$ cat config.mk
export PLATFORM = sky130hd
export DESIGN_NAME = button_event_fifo_flat
export DESIGN_NICKNAME = d
export VERILOG_FILES = /design/src/rtl/button_event_fifo_pkg.sv /design/src/rtl/button_event_fifo_if.sv /design/src/rtl/button_event_fifo_debounce.sv /design/src/rtl/button_event_fifo.sv /design/src/flat_wrapper.sv
export SDC_FILE = /design/constraint.sdc
export NUM_CORES = 1
export LEC_CHECK = 0
export BUFFER_PORTS_ARGS = -buffer_cell sky130_fd_sc_hd__buf_2
export CAP_MARGIN = 20
export CORE_ASPECT_RATIO = 1.5
export CORE_MARGIN = 4
export CORE_UTILIZATION = 50
export CTS_BUF_LIST = sky130_fd_sc_hd__clkbuf_4 sky130_fd_sc_hd__clkbuf_8
export CTS_CLUSTER_SIZE = 25
export DETAILED_ROUTE_END_ITERATION = 10
export PLACE_DENSITY = 0.73
export RECOVER_POWER = 50
export SYNTH_ARGS = -nofsm -noshare
export SYNTH_HDL_FRONTEND = slang
export SYNTH_HIERARCHICAL = 1
export SYNTH_SLANG_ARGS = --single-unit
$ cat constraint.sdc
create_clock -name clk -period 3.5 [get_ports clk]
set_input_delay 0.175 -clock clk [delete_from_list [all_inputs] [get_ports clk]]
set_output_delay 0.175 -clock clk [all_outputs]
set_load 0.02 [all_outputs]
$ cat src/rtl/button_event_fifo_pkg.sv
`default_nettype none
// ============================================================================
//  Module   : button_pkg
//  Brief    : Event encoding constants and payload helper for button_event_fifo.
//  Revision : 1.0
// ============================================================================
package button_pkg;

    localparam int EVT_VALID_BIT = 7;
    localparam int EVT_OVF_BIT   = 6;
    localparam int EVT_KIND_BIT  = 5;
    localparam int EVT_CH_MSB    = 4;
    localparam int PAYLOAD_W     = EVT_KIND_BIT + 1;

    typedef enum logic {
        KIND_PRESS   = 1'b0,
        KIND_RELEASE = 1'b1
    } evt_kind_e;

    // FIFO stores only {kind, channel}; valid and overflow are added at the read port.
    function automatic logic [PAYLOAD_W-1:0] evt_payload(input evt_kind_e kind,
                                                         input logic [EVT_CH_MSB:0] ch);
        return {kind, ch};
    endfunction

endpackage
`default_nettype wire

$ cat src/rtl/button_event_fifo_if.sv
`default_nettype none
// ============================================================================
//  Module   : button_event_fifo_if
//  Brief    : Button inputs and CPU-side event port of button_event_fifo.
//  Revision : 1.0
// ============================================================================
interface button_event_fifo_if #(
    parameter int N_BTN = 2
);
    logic [N_BTN-1:0] btn;
    logic             button_read;
    logic [7:0]       button_op;
    logic             empty;
    logic             full;
    logic             overflow;

    modport master (
        output btn, button_read,
        input  button_op, empty, full, overflow
    );

    modport slave (
        input  btn, button_read,
        output button_op, empty, full, overflow
    );
endinterface
`default_nettype wire

$ cat src/rtl/button_event_fifo_debounce.sv
`default_nettype none
// ============================================================================
//  Module   : button_debounce
//  Brief    : Two-flop synchroniser and counter debouncer with edge pulses.
//  Revision : 1.0
// ============================================================================
module button_debounce #(
    parameter int DEBOUNCE = 4
) (
    input  wire logic clk,
    input  wire logic reset,
    input  wire logic btn_i,
    output logic      stable_o,
    output logic      rise_o,
    output logic      fall_o
);
    localparam int CNT_W = (DEBOUNCE > 1) ? $clog2(DEBOUNCE) : 1;
    localparam logic [CNT_W-1:0] CNT_LAST = CNT_W'(DEBOUNCE - 1);

    logic             s1_q, s2_q;
    logic             stable_q, stable_d;
    logic [CNT_W-1:0] cnt_q, cnt_d;
    logic             w_accept;

    assign w_accept = (s2_q != stable_q) && (cnt_q == CNT_LAST);

    always_comb begin
        stable_d = stable_q;
        cnt_d    = '0;
        if (s2_q == stable_q) begin
            cnt_d = '0;
        end else if (w_accept) begin
            stable_d = s2_q;
            cnt_d    = '0;
        end else begin
            cnt_d = cnt_q + CNT_W'(1);
        end
    end

    always_ff @(posedge clk or posedge reset) begin
        if (reset) begin
            s1_q     <= 1'b0;
            s2_q     <= 1'b0;
            stable_q <= 1'b0;
            cnt_q    <= '0;
        end else begin
            s1_q     <= btn_i;
            s2_q     <= s1_q;
            stable_q <= stable_d;
            cnt_q    <= cnt_d;
        end
    end

    // Pulses coincide with the edge at which stable changes.
    assign stable_o = stable_q;
    assign rise_o   = w_accept & s2_q;
    assign fall_o   = w_accept & ~s2_q;

endmodule
`default_nettype wire

$ cat src/rtl/button_event_fifo.sv
`default_nettype none
// ============================================================================
//  Module   : button_event_fifo
//  Brief    : N-button debouncer with priority arbiter and event FIFO.
//             Define RELEASE_EVT_EN to also queue release events.
//  Revision : 1.0
// ============================================================================
module button_event_fifo
    import button_pkg::*;
#(
    parameter int N_BTN    = 2,
    parameter int DEPTH    = 4,
    parameter int DEBOUNCE = 4
) (
    input  wire logic          clk,
    input  wire logic          reset,
    button_event_fifo_if.slave bus
);
    localparam int PTR_W = $clog2(DEPTH);
    localparam int CNT_W = PTR_W + 1;
    localparam logic [CNT_W-1:0] FULL_CNT = CNT_W'(DEPTH);
`ifdef RELEASE_EVT_EN
    localparam int NREQ = 2 * N_BTN;
`else
    localparam int NREQ = N_BTN;
`endif

    logic [N_BTN-1:0]     w_rise, w_fall, w_stable;
    logic [NREQ-1:0]      w_set, w_gnt, pend_q, pend_d;
    logic [PAYLOAD_W-1:0] w_req_pl [NREQ];
    logic [PAYLOAD_W-1:0] w_push_pl;
    logic                 w_unused_levels;

    // Request slot order is the priority order: channel first, press before release.
    for (genvar ch = 0; ch < N_BTN; ch++) begin : g_ch
        button_debounce #(.DEBOUNCE(DEBOUNCE)) u_deb (
            .clk      (clk),
            .reset    (reset),
            .btn_i    (bus.btn[ch]),
            .stable_o (w_stable[ch]),
            .rise_o   (w_rise[ch]),
            .fall_o   (w_fall[ch])
        );
`ifdef RELEASE_EVT_EN
        assign w_set[2*ch]      = w_rise[ch];
        assign w_set[2*ch+1]    = w_fall[ch];
        assign w_req_pl[2*ch]   = evt_payload(KIND_PRESS,   5'(ch));
        assign w_req_pl[2*ch+1] = evt_payload(KIND_RELEASE, 5'(ch));
`else
        assign w_set[ch]    = w_rise[ch];
        assign w_req_pl[ch] = evt_payload(KIND_PRESS, 5'(ch));
`endif
    end

`ifdef RELEASE_EVT_EN
    assign w_unused_levels = ^w_stable;
`else
    assign w_unused_levels = ^{w_stable, w_fall};
`endif

    // Lowest set bit wins.
    assign w_gnt  = pend_q & (~pend_q + NREQ'(1));
    assign pend_d = (pend_q & ~w_gnt) | w_set;

    always_comb begin
        w_push_pl = '0;
        for (int i = 0; i < NREQ; i++) begin
            if (w_gnt[i]) w_push_pl = w_req_pl[i];
        end
    end

    logic [PAYLOAD_W-1:0] mem_q [DEPTH];
    logic [PTR_W-1:0]     wr_ptr_q, wr_ptr_d, rd_ptr_q, rd_ptr_d;
    logic [CNT_W-1:0]     count_q, count_d;
    logic                 ovf_q, ovf_d;
    logic                 w_empty, w_full, w_gnt_vld, w_pop, w_push, w_drop;

    assign w_empty   = (count_q == '0);
    assign w_full    = (count_q == FULL_CNT);
    assign w_gnt_vld = |pend_q;
    assign w_pop     = bus.button_read & ~w_empty;
    assign w_push    = w_gnt_vld & (~w_full | w_pop);
    assign w_drop    = w_gnt_vld & w_full & ~w_pop;

    always_comb begin
        wr_ptr_d = w_push ? wr_ptr_q + PTR_W'(1) : wr_ptr_q;
        rd_ptr_d = w_pop  ? rd_ptr_q + PTR_W'(1) : rd_ptr_q;
        count_d  = count_q;
        case ({w_push, w_pop})
            2'b10:   count_d = count_q + CNT_W'(1);
            2'b01:   count_d = count_q - CNT_W'(1);
            default: count_d = count_q;
        endcase
        ovf_d = w_pop ? 1'b0 : (ovf_q | w_drop);
    end

    always_ff @(posedge clk or posedge reset) begin
        if (reset) begin
            pend_q   <= '0;
            wr_ptr_q <= '0;
            rd_ptr_q <= '0;
            count_q  <= '0;
            ovf_q    <= 1'b0;
        end else begin
            pend_q   <= pend_d;
            wr_ptr_q <= wr_ptr_d;
            rd_ptr_q <= rd_ptr_d;
            count_q  <= count_d;
            ovf_q    <= ovf_d;
        end
    end

    // Storage is never read while empty, so it needs no reset.
    always_ff @(posedge clk) begin
        if (w_push) mem_q[wr_ptr_q] <= w_push_pl;
    end

    logic [7:0] w_op;
    always_comb begin
        w_op = '0;
        if (!w_empty) begin
            w_op[EVT_VALID_BIT]    = 1'b1;
            w_op[EVT_OVF_BIT]      = ovf_q;
            w_op[EVT_KIND_BIT:0]   = mem_q[rd_ptr_q];
        end
    end

    assign bus.button_op = w_op;
    assign bus.empty     = w_empty;
    assign bus.full      = w_full;
    assign bus.overflow  = ovf_q;

endmodule
`default_nettype wire

$ cat src/flat_wrapper.sv
// flat-port wrapper written by rule: the top's interface ports become plain ports
module button_event_fifo_flat import button_pkg::*;
#(
    parameter int N_BTN    = 2,
    parameter int DEPTH    = 4,
    parameter int DEBOUNCE = 4
)
  (clk, reset, bus_btn, bus_button_read, bus_button_op, bus_empty, bus_full, bus_overflow);
  button_event_fifo_if #(.N_BTN(N_BTN)) bus_i ();
  input  wire logic clk;
  input  wire logic reset;
  input wire logic [$bits(bus_i.btn)-1:0] bus_btn;
  input wire logic [$bits(bus_i.button_read)-1:0] bus_button_read;
  output wire logic [$bits(bus_i.button_op)-1:0] bus_button_op;
  output wire logic [$bits(bus_i.empty)-1:0] bus_empty;
  output wire logic [$bits(bus_i.full)-1:0] bus_full;
  output wire logic [$bits(bus_i.overflow)-1:0] bus_overflow;
  assign bus_i.btn = bus_btn;
  assign bus_i.button_read = bus_button_read;
  assign bus_button_op = bus_i.button_op;
  assign bus_empty = bus_i.empty;
  assign bus_full = bus_i.full;
  assign bus_overflow = bus_i.overflow;
  button_event_fifo #(.N_BTN(N_BTN), .DEPTH(DEPTH), .DEBOUNCE(DEBOUNCE)) u_core (.clk(clk), .reset(reset), .bus(bus_i));
endmodule
; ---- Yosys cells after proc, flatten, opt, wreduce, memory -nomap -nowiden
; Memory sizes are Yosys's and may differ from the RTL's.
; Index checks and enable logic that the tools add are counted.
[word_totals]
elab_cells = 65
mem_bits_rw = 4
register_bits = 20
output_inout_bits = 11
mem_bits_ro = 0
latch_bits = 0
n_memories = 1
[memory_table]
columns = name, depth, width, read_ports, rd_ports_with_merged_regs, wr, line_no
row1 = u_core.mem_q, 4, 1, 1, 0, 1, button_event_fifo.sv:72  ; logic [PAYLOAD_W-1:0] mem_q [DEPTH];
[classes]
shifts = 0
reduce_logical = 7
n_div = 0
n_lt_le_gt_ge = 0
n_mux = 10
bitwise_logic = 18
mul = 0
n_eq_ne = 9
addsub = 7
[op_table]
columns = op, count
row1 = $add A2 B1 Y2 const B, 5
row2 = $mux W2, 4
row3 = $mux W8, 1
row4 = $and A1 B1 Y1, 6
row5 = $eq A2 B2 Y1 const B, 3
row6 = $pmux W3 S2, 1
row7 = $not A1 Y1, 5
row8 = $and A2 B2 Y2, 2
row9 = $mux W1, 4
row10 = $not A2 Y2, 2
row11 = $reduce_and A2 Y1, 2
row12 = $add A3 B1 Y3 const B, 1
row13 = $eq A3 B3 Y1 const B, 1
row14 = $logic_not A3 Y1, 1
row15 = $sub A3 B1 Y3 const B, 1
row16 = $eq A1 B1 Y1, 2
row17 = $eq A2 B1 Y1 const B, 1
row18 = $logic_and A1 B1 Y1, 2
row19 = $ne A1 B1 Y1, 2
row20 = $or A1 B1 Y1, 2
row21 = $or A2 B2 Y2, 1
row22 = $reduce_bool A2 Y1, 1
row23 = $reduce_or A2 Y1, 1

; ---- Logic depth before layout (Yosys ltp)
[depth]
word_depth = 7
mapped_depth = 7

; ---- Modules after synthesis
; The synthesis kept the hierarchy.
[by_module_without_submodules]
columns = module, area_each_um2, cells_each, seq_area_each_um2, instances
row1 = button_event_fifo, 842.1, 80, 370.4, 1
row2 = button_debounce, 190.2, 15, 125.1, 2

; ---- Worst setup path after synthesis
; Ideal clock, no wire load.
[synth_timing]
path_kind = register to register
startpoint = register u_core.count_q[2]
endpoint = register u_core.count_q[1]
required_time_ps = 3424
path_stages_with_launch = 7
t_arrival_ps = 1823
period_less_slack_ps = 1899
setup_time_ps = 76
setup_slack_ps = 1601
path_buffers = 1
path_cell_list = dfrtp_1 > or3_1 > buf_2 > nand3_1 > fa_1 > a211o_1 > o21ai_1
[synth_between]
elab_chain_len = 7
[synth_rtl]
columns = element, line_no
row1 = start: declaration, button_event_fifo.sv:74  ; logic [CNT_W-1:0] count_q, count_d;
row2 = start signal: assignment, button_event_fifo.sv:108  ; count_q <= count_d;
row3 = $logic_not A3 Y1, button_event_fifo.sv:78  ; assign w_empty = (count_q == '0);
row4 = $not A1 Y1, button_event_fifo.sv:81  ; assign w_pop = bus.button_read & ~w_empty;
row5 = $and A1 B1 Y1, button_event_fifo.sv:81
row6 = $or A1 B1 Y1, button_event_fifo.sv:82  ; assign w_push = w_gnt_vld & (~w_full | w_pop);
row7 = $and A1 B1 Y1, button_event_fifo.sv:82
row8 = $eq A2 B1 Y1 / $eq A2 B2 Y1 (equally long branches), button_event_fifo.sv:89  ; case ({w_push, w_pop})
row9 = $pmux W3 S2 / $reduce_bool A2 Y1 (equally long branches), --
; Parallel ways exist; a longest one is shown, timed or not.
; A chain may end at the register's enable or synchronous reset.

; ---- Final worst setup path
; Ends and elaborated chain as after synthesis.

==> results.yml <==
cells_and_area:
  final_util_pct: 57.20
  nets: 133
  multiInputGateArea_um2: 479.2
  register_area_um2: 620.6
  final_cells: 143
  syn_to_final_growth_pct: 7.047
  final_area_mm2: 0.001292
  fillCellCount: 208
  drive_above_1_share_pct: 15.00
  num_antenna_cells: 0
status:
  status: "finished clean"
worst_hold_path:
  hold_end: "u_core/rd_ptr_q[0]$_DFFE_PP0N_"
  hp-class: "in -> reg"
  hold_start: "bus_button_read"
  hold_depth: 3
detailed_routing:
  firstDrtPassIters: 4
  drtIter0Drc: 17
  drc: 0
  wl_per_cell_um: 12.09
  viasPerCell: 5.189
  ant_nets: 0
  wl_um: 1729
  via_count: 742
pwr:
  power_uw: 942.5
  p_seq_share_pct: 46.3
  p_sw_share_pct: 37.02
  p_clk_share_pct: 14.8
  p_int_uw: 593.7
  p_comb_share_pct: 38.9
  vdd_drop_max_mv: 0.3793
  leakagePower_uw: 0.0006334
  power_switching_uw: 348.9
  p_per_area_mw_per_mm2: 729.2
clocking:
  cts_resized: 0
  cts_max_path_buffers: 2
  path_clk_slew_ns: 0.13
  clockRootBuffer: "clkbuf_4"
  cts_htree_levels: 1
  clk-insertion-delay-late_ns: 0.30
  cts_made_buffers: 3
  clock-sinks: 24
  cts_tree: "yes"
grt:
  grt_pass1_wl_um: 2863
  globalRouteTotalUtil_pct: 11.95
  grt_pass1_vias: 699
  overflow: 0
  antenna_found_initial: 0
  grt_max_degree: 14
floorplanning:
  start_util_pct: 53.43
  core_area_mm2: 0.002260
  floorplan.die_area_mm2: 0.003281
  dieWidth_um: 48.13
  die_height_um: 68.19
  num_rows: 21
  num_io_pins: 16
placement:
  postPlaceCellArea_mm2: 0.001237
  port_buffers: 10
  dpl.hpwl_um: 1343
  place_inst: 136
  place.gp.congestion: 0.8042
timing:
  slew_viol_final: 0
  fin_setup_tns_ns: 0
  rsz0062_at_grt: "no"
  min_period_over_period_pct: 55.61
  finalCriticalPeriod_ns: 1.946
  setup_viol: 0
  hold_viol: 0
  max_clock_freq_mhz: 513.8
  skew_ns: 0.005485
logic_synthesis:
  syn_avg_cell_area_um2: 11.18
  netlist_area_mm2: 0.001207
  yosys_warnings: 6
  netlist_instances: 108
setup_path:
  r2r_cells: 5
  required_ns: 3.74
  cp-end-kind: "flip-flop"
  worstReg2RegStart: "u_core/count_q[2]$_DFFE_PP0P_"
  crit_type: "reg -> reg"
  r2r_end: "u_core/count_q[1]$_DFFE_PP0P_"
  arrival_ns: 2.19
  path_max_fanout: 8
  rrSetupSlack_ns: 1.55
  worstSetupStartpointType: "flip-flop"
flow_run:
  drv_cap: 0
==> power by group through the flow <==
stage | Clock [uW] | Combinational (uW) | Sequential (uW)
after CTS | 144 | 380 | 439
after floorplan | 0 | 320 | 424
after global routing | 158 | 426 | 447
after global placement | 0 | 362 | 441
final | 139 | 367 | 437
after detailed placement | 0 | 375 | 445
==> per-layer routing <==
layer | vias to the layer above | GRT usage [%] | part of all wire (%)
li1 | 372 | - | -
met4 | 0 | 4.377 | 1.6
met2 | 12 | 19.70 | 52
met3 | 4 | 2.632 | 3.9
met5 | - | 0 | 0
met1 | 354 | 14.84 | 42
==> placed cells by master (no fill, tap or decap), drive strengths merged <==
cell type,count
o21ai,6
o221ai,2
o31ai,1
a211o,2
fa,1
o21a,1
nand3,2
mux4,1
dfrtp,20
o21bai,1
nor2,5
o32a,1
dlygate4sd3,3
a21o,1
a21oi,3
edfxtp,4
ha,6
clkbuf,5
inv,13
a31oi,2
nor2b,3
nor3,3
nand2,4
or3,2
xnor2,5
conb,5
or2,1
mux2,1
and2,7
buf,9
==> final cells by class <==
| type | count | area share (%) |
|---|---|---|
| Sequential cell | 24 | 48.02 |
| Multi-Input combinational cell | 66 | 37.08 |
| Timing Repair Buffer | 13 | 6.099 |
| Inverter | 13 | 3.775 |
| Clock buffer | 4 | 2.807 |
| Tap cell | 23 | 2.227 |
==> stage by stage <==
stage / setup slack, ns / hold WS (ns)
after CTS: 1.536 / 0.1891
after global routing: 1.401 / 0.1938
after detailed placement: 1.563 / 0.09889
final: 1.554 / 0.1928
after floorplan: 1.601 / -0.04648
after global placement: 1.615 / 0.09379
==> sequential cells by signal (all words and copies together), names as in the netlist, 2 cells and up <==
register / cells
u_core/g_ch.u_deb/cnt_q: 4
u_core/mem_q: 4
u_core/count_q: 3
u_core/g_ch.u_deb/s1_q: 2
u_core/g_ch.u_deb/s2_q: 2
u_core/g_ch.u_deb/stable_o: 2
u_core/pend_q: 2
u_core/rd_ptr_q: 2
u_core/wr_ptr_q: 2
==> worst max path at each step <==
stage	slack, ns	startpoint	cells after the start	endpoint
floorplan	1.60	u_core/count_q[2]$_DFFE_PP0P_	6	u_core/count_q[1]$_DFFE_PP0P_
finish	1.55	u_core/count_q[2]$_DFFE_PP0P_	5	u_core/count_q[1]$_DFFE_PP0P_
CTS	1.54	u_core/count_q[2]$_DFFE_PP0P_	5	u_core/count_q[1]$_DFFE_PP0P_
global route	1.40	u_core/count_q[2]$_DFFE_PP0P_	6	u_core/count_q[2]$_DFFE_PP0P_
detailed placement	1.56	u_core/count_q[2]$_DFFE_PP0P_	5	u_core/count_q[1]$_DFFE_PP0P_
global placement	1.62	u_core/count_q[2]$_DFFE_PP0P_	5	u_core/count_q[1]$_DFFE_PP0P_
==> worst max-delay path: stages (launching register included) <==
cell	delay, ns
dfrtp_1	0.48
or3_1	0.49
nand3_1	0.14
fa_1	0.43
a211o_1	0.24
o21ai_1	0.11
==> timing repair <==
item                                    in CTS  in global routing
hold endpoints to repair                    22                  0
hold buffers                                 3                  0
endpoints found under the setup margin       0                  0
setup buffers                                0                  0
(Power assumes the default switching activity.)
